==> src/rtl/branch_update_queue.sv <==
// branch_update_queue
// Buffers resolved conditional branches from execute and drains them, one per
// cycle, into the BHT update port. It also flags mispredicted branches as they
// are accepted.
//
// Optional feature macro: BRANCH_STATS_EN
//   defined   -> saturating BRANCH_COUNT / MISPREDICT_COUNT counters
//   undefined -> both statistics ports tie to zero and no counter flops exist
module branch_update_queue #(
    parameter int DEPTH      = 8,
    parameter int PC_WIDTH   = 64,
    parameter int STAT_WIDTH = 32
) (
    input  logic                      CLOCK,
    input  logic                      RESET,
    input  logic                      FLUSH,
    input  logic                      RES_VALID,
    output logic                      RES_READY,
    input  logic [PC_WIDTH-1:0]       RES_PC,
    input  logic                      RES_TAKEN,
    input  logic                      RES_PRED_TAKEN,
    input  logic                      DRAIN_HOLD,
    output logic                      UPDATE_VALID,
    output logic [PC_WIDTH-1:0]       UPDATE_PC,
    output logic                      UPDATE_TAKEN,
    output logic                      MISPREDICT,
    output logic [$clog2(DEPTH):0]    OCCUPANCY,
    output logic [STAT_WIDTH-1:0]     BRANCH_COUNT,
    output logic [STAT_WIDTH-1:0]     MISPREDICT_COUNT
);

    localparam int AW = $clog2(DEPTH);
    localparam int OW = AW + 1;
    localparam int EW = PC_WIDTH + 1;

    localparam logic [OW-1:0] DEPTH_C = OW'(DEPTH);
    localparam logic [AW-1:0] LAST_C  = AW'(DEPTH - 1);

    // Advance a circular pointer, wrapping from the last slot back to zero.
    function automatic logic [AW-1:0] next_ptr(input logic [AW-1:0] ptr);
        logic [AW-1:0] nxt;
        if (ptr == LAST_C) begin
            nxt = {AW{1'b0}};
        end else begin
            nxt = ptr + AW'(1);
        end
        return nxt;
    endfunction

    // Storage: each entry packs {PC, TAKEN}.
    logic [EW-1:0] entry_mem_r [DEPTH];

    logic [AW-1:0] wr_ptr_r;
    logic [AW-1:0] rd_ptr_r;
    logic [OW-1:0] occ_r;

    logic          update_valid_r;
    logic [PC_WIDTH-1:0] update_pc_r;
    logic          update_taken_r;
    logic          mispredict_r;

    logic          ready_s;
    logic          push_s;
    logic          pop_s;
    logic          mispred_s;
    logic [OW-1:0] occ_next_s;
    logic [EW-1:0] head_s;

    // Handshake, drain and occupancy decisions for this cycle.
    always_comb begin
        ready_s    = 1'b0;
        push_s     = 1'b0;
        pop_s      = 1'b0;
        mispred_s  = 1'b0;
        occ_next_s = occ_r;
        head_s     = entry_mem_r[rd_ptr_r];

        // Full means not ready, even if a pop happens this edge (no pass-through).
        if ((occ_r < DEPTH_C) && !FLUSH) begin
            ready_s = 1'b1;
        end else begin
            ready_s = 1'b0;
        end

        push_s    = RES_VALID && ready_s;
        pop_s     = (occ_r != {OW{1'b0}}) && !DRAIN_HOLD && !FLUSH;
        mispred_s = push_s && (RES_TAKEN != RES_PRED_TAKEN);

        if (FLUSH) begin
            occ_next_s = {OW{1'b0}};
        end else if (push_s && !pop_s) begin
            occ_next_s = occ_r + OW'(1);
        end else if (pop_s && !push_s) begin
            occ_next_s = occ_r - OW'(1);
        end else begin
            occ_next_s = occ_r;
        end
    end

    // Entry write port; data needs no reset because occupancy qualifies it.
    always_ff @(posedge CLOCK) begin
        if (push_s && !RESET) begin
            entry_mem_r[wr_ptr_r] <= {RES_PC, RES_TAKEN};
        end else begin
            entry_mem_r[wr_ptr_r] <= entry_mem_r[wr_ptr_r];
        end
    end

    // Pointer and occupancy bookkeeping; flush empties the queue.
    always_ff @(posedge CLOCK) begin
        if (RESET) begin
            wr_ptr_r <= {AW{1'b0}};
            rd_ptr_r <= {AW{1'b0}};
            occ_r    <= {OW{1'b0}};
        end else if (FLUSH) begin
            wr_ptr_r <= {AW{1'b0}};
            rd_ptr_r <= {AW{1'b0}};
            occ_r    <= {OW{1'b0}};
        end else begin
            if (push_s) begin
                wr_ptr_r <= next_ptr(wr_ptr_r);
            end else begin
                wr_ptr_r <= wr_ptr_r;
            end
            if (pop_s) begin
                rd_ptr_r <= next_ptr(rd_ptr_r);
            end else begin
                rd_ptr_r <= rd_ptr_r;
            end
            occ_r <= occ_next_s;
        end
    end

    // BHT update port: one-cycle strobe per pop, data holds between pops.
    always_ff @(posedge CLOCK) begin
        if (RESET) begin
            update_valid_r <= 1'b0;
            update_pc_r    <= {PC_WIDTH{1'b0}};
            update_taken_r <= 1'b0;
        end else if (pop_s) begin
            update_valid_r <= 1'b1;
            update_pc_r    <= head_s[EW-1:1];
            update_taken_r <= head_s[0];
        end else begin
            update_valid_r <= 1'b0;
            update_pc_r    <= update_pc_r;
            update_taken_r <= update_taken_r;
        end
    end

    // Misprediction pulse for the branch accepted on the previous edge.
    always_ff @(posedge CLOCK) begin
        if (RESET) begin
            mispredict_r <= 1'b0;
        end else begin
            mispredict_r <= mispred_s;
        end
    end

    assign RES_READY    = ready_s;
    assign UPDATE_VALID = update_valid_r;
    assign UPDATE_PC    = update_pc_r;
    assign UPDATE_TAKEN = update_taken_r;
    assign MISPREDICT   = mispredict_r;
    assign OCCUPANCY    = occ_r;

`ifdef BRANCH_STATS_EN
    localparam logic [STAT_WIDTH-1:0] STAT_MAX_C = {STAT_WIDTH{1'b1}};

    logic [STAT_WIDTH-1:0] branch_cnt_r;
    logic [STAT_WIDTH-1:0] mispred_cnt_r;

    // Saturating statistics; only RESET clears them, flush leaves them alone.
    always_ff @(posedge CLOCK) begin
        if (RESET) begin
            branch_cnt_r  <= {STAT_WIDTH{1'b0}};
            mispred_cnt_r <= {STAT_WIDTH{1'b0}};
        end else begin
            if (push_s && (branch_cnt_r != STAT_MAX_C)) begin
                branch_cnt_r <= branch_cnt_r + STAT_WIDTH'(1);
            end else begin
                branch_cnt_r <= branch_cnt_r;
            end
            if (mispred_s && (mispred_cnt_r != STAT_MAX_C)) begin
                mispred_cnt_r <= mispred_cnt_r + STAT_WIDTH'(1);
            end else begin
                mispred_cnt_r <= mispred_cnt_r;
            end
        end
    end

    assign BRANCH_COUNT     = branch_cnt_r;
    assign MISPREDICT_COUNT = mispred_cnt_r;
`else
    assign BRANCH_COUNT     = {STAT_WIDTH{1'b0}};
    assign MISPREDICT_COUNT = {STAT_WIDTH{1'b0}};
`endif

endmodule

==> config.mk <==
export PLATFORM = sky130hd
export DESIGN_NAME = branch_update_queue
export DESIGN_NICKNAME = d
export VERILOG_FILES = /design/src/rtl/branch_update_queue.sv
export SDC_FILE = /design/constraint.sdc
export NUM_CORES = 1
export LEC_CHECK = 0
export BUFFER_PORTS_ARGS = -buffer_cell sky130_fd_sc_hd__buf_4
export CAP_MARGIN = 0
export CORE_ASPECT_RATIO = 1.1
export CORE_MARGIN = 5
export CORE_UTILIZATION = 55
export CTS_CLUSTER_DIAMETER = 200
export DETAILED_ROUTE_END_ITERATION = 16
export GPL_ROUTABILITY_DRIVEN = 0
export GPL_TIMING_DRIVEN = 1
export PLACE_DENSITY = 0.83
export SKIP_CTS_REPAIR_TIMING = 1
export SLEW_MARGIN = 20
export SYNTH_ARGS = -nofsm -noshare
export SYNTH_HDL_FRONTEND = slang
export SYNTH_SLANG_ARGS = --single-unit
==> constraint.sdc <==
create_clock -name CLOCK -period 8.3 [get_ports CLOCK]
set_clock_uncertainty 0.15 [all_clocks]
set_input_delay 1.66 -clock CLOCK [delete_from_list [all_inputs] [get_ports CLOCK]]
set_output_delay 1.66 -clock CLOCK [all_outputs]
set_load 0.02 [all_outputs]
==> flow_summary.toml <==
[place]
port_buffers = 142
dpl.hpwl_um = 26200

[yosys]
ys_types = 34
ys_ff_latch = 597
syn_area_per_cell_um2 = 20.0
ys_dominant_reg_cell = "edfxtp_1"
synthCells = 1121
synth_edf_count = 520
synth-seq-area-share_pct = 76.6
async_flop_share_pct = 0
ys_warn_count = 0
synth_area_mm2 = 0.0224

[cells_and_area]
synthToLayoutAreaGrowth_pct = 14.0
nets = 1352
fill_cells = 2613
layout_commonest_cell = "edfxtp_1"
final_cell_mix = "edfxtp_1 (520), buf_4 (159), mux4_2 (130), dfxtp_1 (75), nor3_1 (67)"
drive_gt1_share_pct = 30.4
utilization_pct = 63.4

[floorplanning]
die_w_um = 202
initial_core_util_pct = 55.6
core_area_mm2 = 0.0403
die_y_um = 222
die_area_mm2 = 0.0448
io_pins = 207
rows = 77

[sta]
setup_tns_ns = 0
setup_violations = 0
rsz0062_at_grt = "false"
slew_headroom_pct = 27.8
maxSlewViolCount = 0
fin_crit_sh_pct = 51.4
finalHoldViolCount = 0
fmax_mhz = 235
min_period_ns = 4.26
hold_slack_ns = 0.341
worst_pin_slew_ns = 1.08

[clock_network]
cts_made_buffers = 55
clkTransAtPathRegs_ns = 0.06
worstSkewPairLatency_ns = 0.58
cts_buffer_depth = 3
cts.sinks = 597
cts-root-buf = "clkbuf_16"
htreeDepth = 2
cts_tree = "done"

[power_and_ir_drop]
peakVddDrop_uv = 199
power_leakage_nw = 8.33
p_per_area_mw_per_mm2 = 240

[grt]
grt_use_total_pct = 21.1
overflow = 0
grt_first_pass_wirelength_um = 72600
grt_pass1_vias = 11600
antenna_found_initial = 1
grt_max_degree = 76

[drt]
drt_pass1_iterations = 5
wl_per_cell_um = 26.0
vias = 11100
drcViolationCount = 0
wirelength_um = 47600
first_iter_violations = 1045
ant_nets = 0
routed_via_density = 6.04

[min_path]
holdCritPathClass = "flop to flop"

[run]
maxCapViolCount = 0

[setup_path]
worstPathMaxFanout = 34
arrival_ns = 4.33
cp-end-kind = "flop"
cp-start-kind = "primary input"
crit_required_ns = 8.36
crit_type = "primary input to flop"

[run_status]
status = "completed"
cell families (layout without fill, tap and decap cells):
logic type / after synthesis / count (layout) / synth area share (%)
flip-flops: 597 / 597 / 76.6
multiplexers: 131 / 131 / 13.1
AO/OA/AOI/OAI: 76 / 76 / 2.11
XOR/XNOR: 3 / 3 / 0.117
other: 1 / 65 / 0.0167
adder cells (fa/ha/maj): 8 / 8 / 0.481
buffers and inverters: 131 / 265 / 3.86
AND/OR/NAND/NOR: 174 / 174 / 3.67
routing by layer:
metal  global-route usage (%)  wire (µm)  up-vias
met2                     37.5      25500      550
li1                         -          -     4692
met4                     5.35        992        2
met5                        0         20        -
met1                     27.5      17500     5744
met3                     3.63       3590       77
final timing paths:
kind,from,end,slack [ns],cells after the start
max,FLUSH,entry_mem_r[4][45],4.04,5
max reg2reg,OCCUPANCY[3],entry_mem_r[4][45],4.82,4
min reg2reg,UPDATE_PC[16],UPDATE_PC[16],0.34,2
min,UPDATE_PC[16],UPDATE_PC[16],0.34,2
worst max-delay path: stages:
cell and delay, ns:
buf_4 0.12, or3b_1 0.51, or3_1 0.53, nor2_4 0.87
buf_4 0.60
report_power, final:
part	switching, mW	internal [mW]
Clock	1.05	1.50
Sequential	0.0198	3.29
Combinational	0.176	0.101
Total	1.24	4.89
metrics by stage:
stage	cell area (µm²)	power, mW	setup WS, ns	cells
CTS	25500	6.18	4.03	1831
global route	25500	6.33	3.94	1831
finish	25500	6.14	4.04	1832
global placement	23700	3.64	3.49	1729
detailed placement	23700	3.65	3.46	1729
floorplan	22600	3.55	0.624	1184
final cells by class:
| type | instances | area, µm² | area share (%) |
|---|---|---|---|
| Sequential cell | 597 | 17200 | 67.2 |
| Multi-Input combinational cell | 456 | 4670 | 18.3 |
| Clock buffer | 76 | 1570 | 6.14 |
| Timing Repair Buffer | 159 | 1190 | 4.68 |
| Tap cell | 513 | 642 | 2.51 |
| Clock inverter | 26 | 275 | 1.08 |
| Inverter | 4 | 15.0 | 0.0588 |
| Antenna cell | 1 | 2.50 | 0.00980 |
sequential cells by signal, indices dropped and copies added, names as in the netlist:
name,flops
wr_ptr_r,3
UPDATE_TAKEN,1
OCCUPANCY,4
entry_mem_r,520
rd_ptr_r,3
UPDATE_VALID,1
UPDATE_PC,64
MISPREDICT,1
synthesized netlist by cell type (all sizes together) (2+ instances only):
library cell / n / area share [%]
nand2b: 2 / 0.056
ha: 7 / 0.39
nand3b: 2 / 0.067
clkbuf: 22 / 0.37
nor3: 69 / 1.5
xnor2: 2 / 0.078
nand3: 3 / 0.089
nand2: 10 / 0.17
edfxtp: 520 / 70
o22ai: 65 / 1.8
buf: 105 / 3.4
inv: 4 / 0.067
nor2: 82 / 1.5
dfxtp: 77 / 6.9
or3: 2 / 0.056
mux4: 130 / 13
a21oi: 8 / 0.18
No activity file was read; power rests on OpenSTA's default activity.
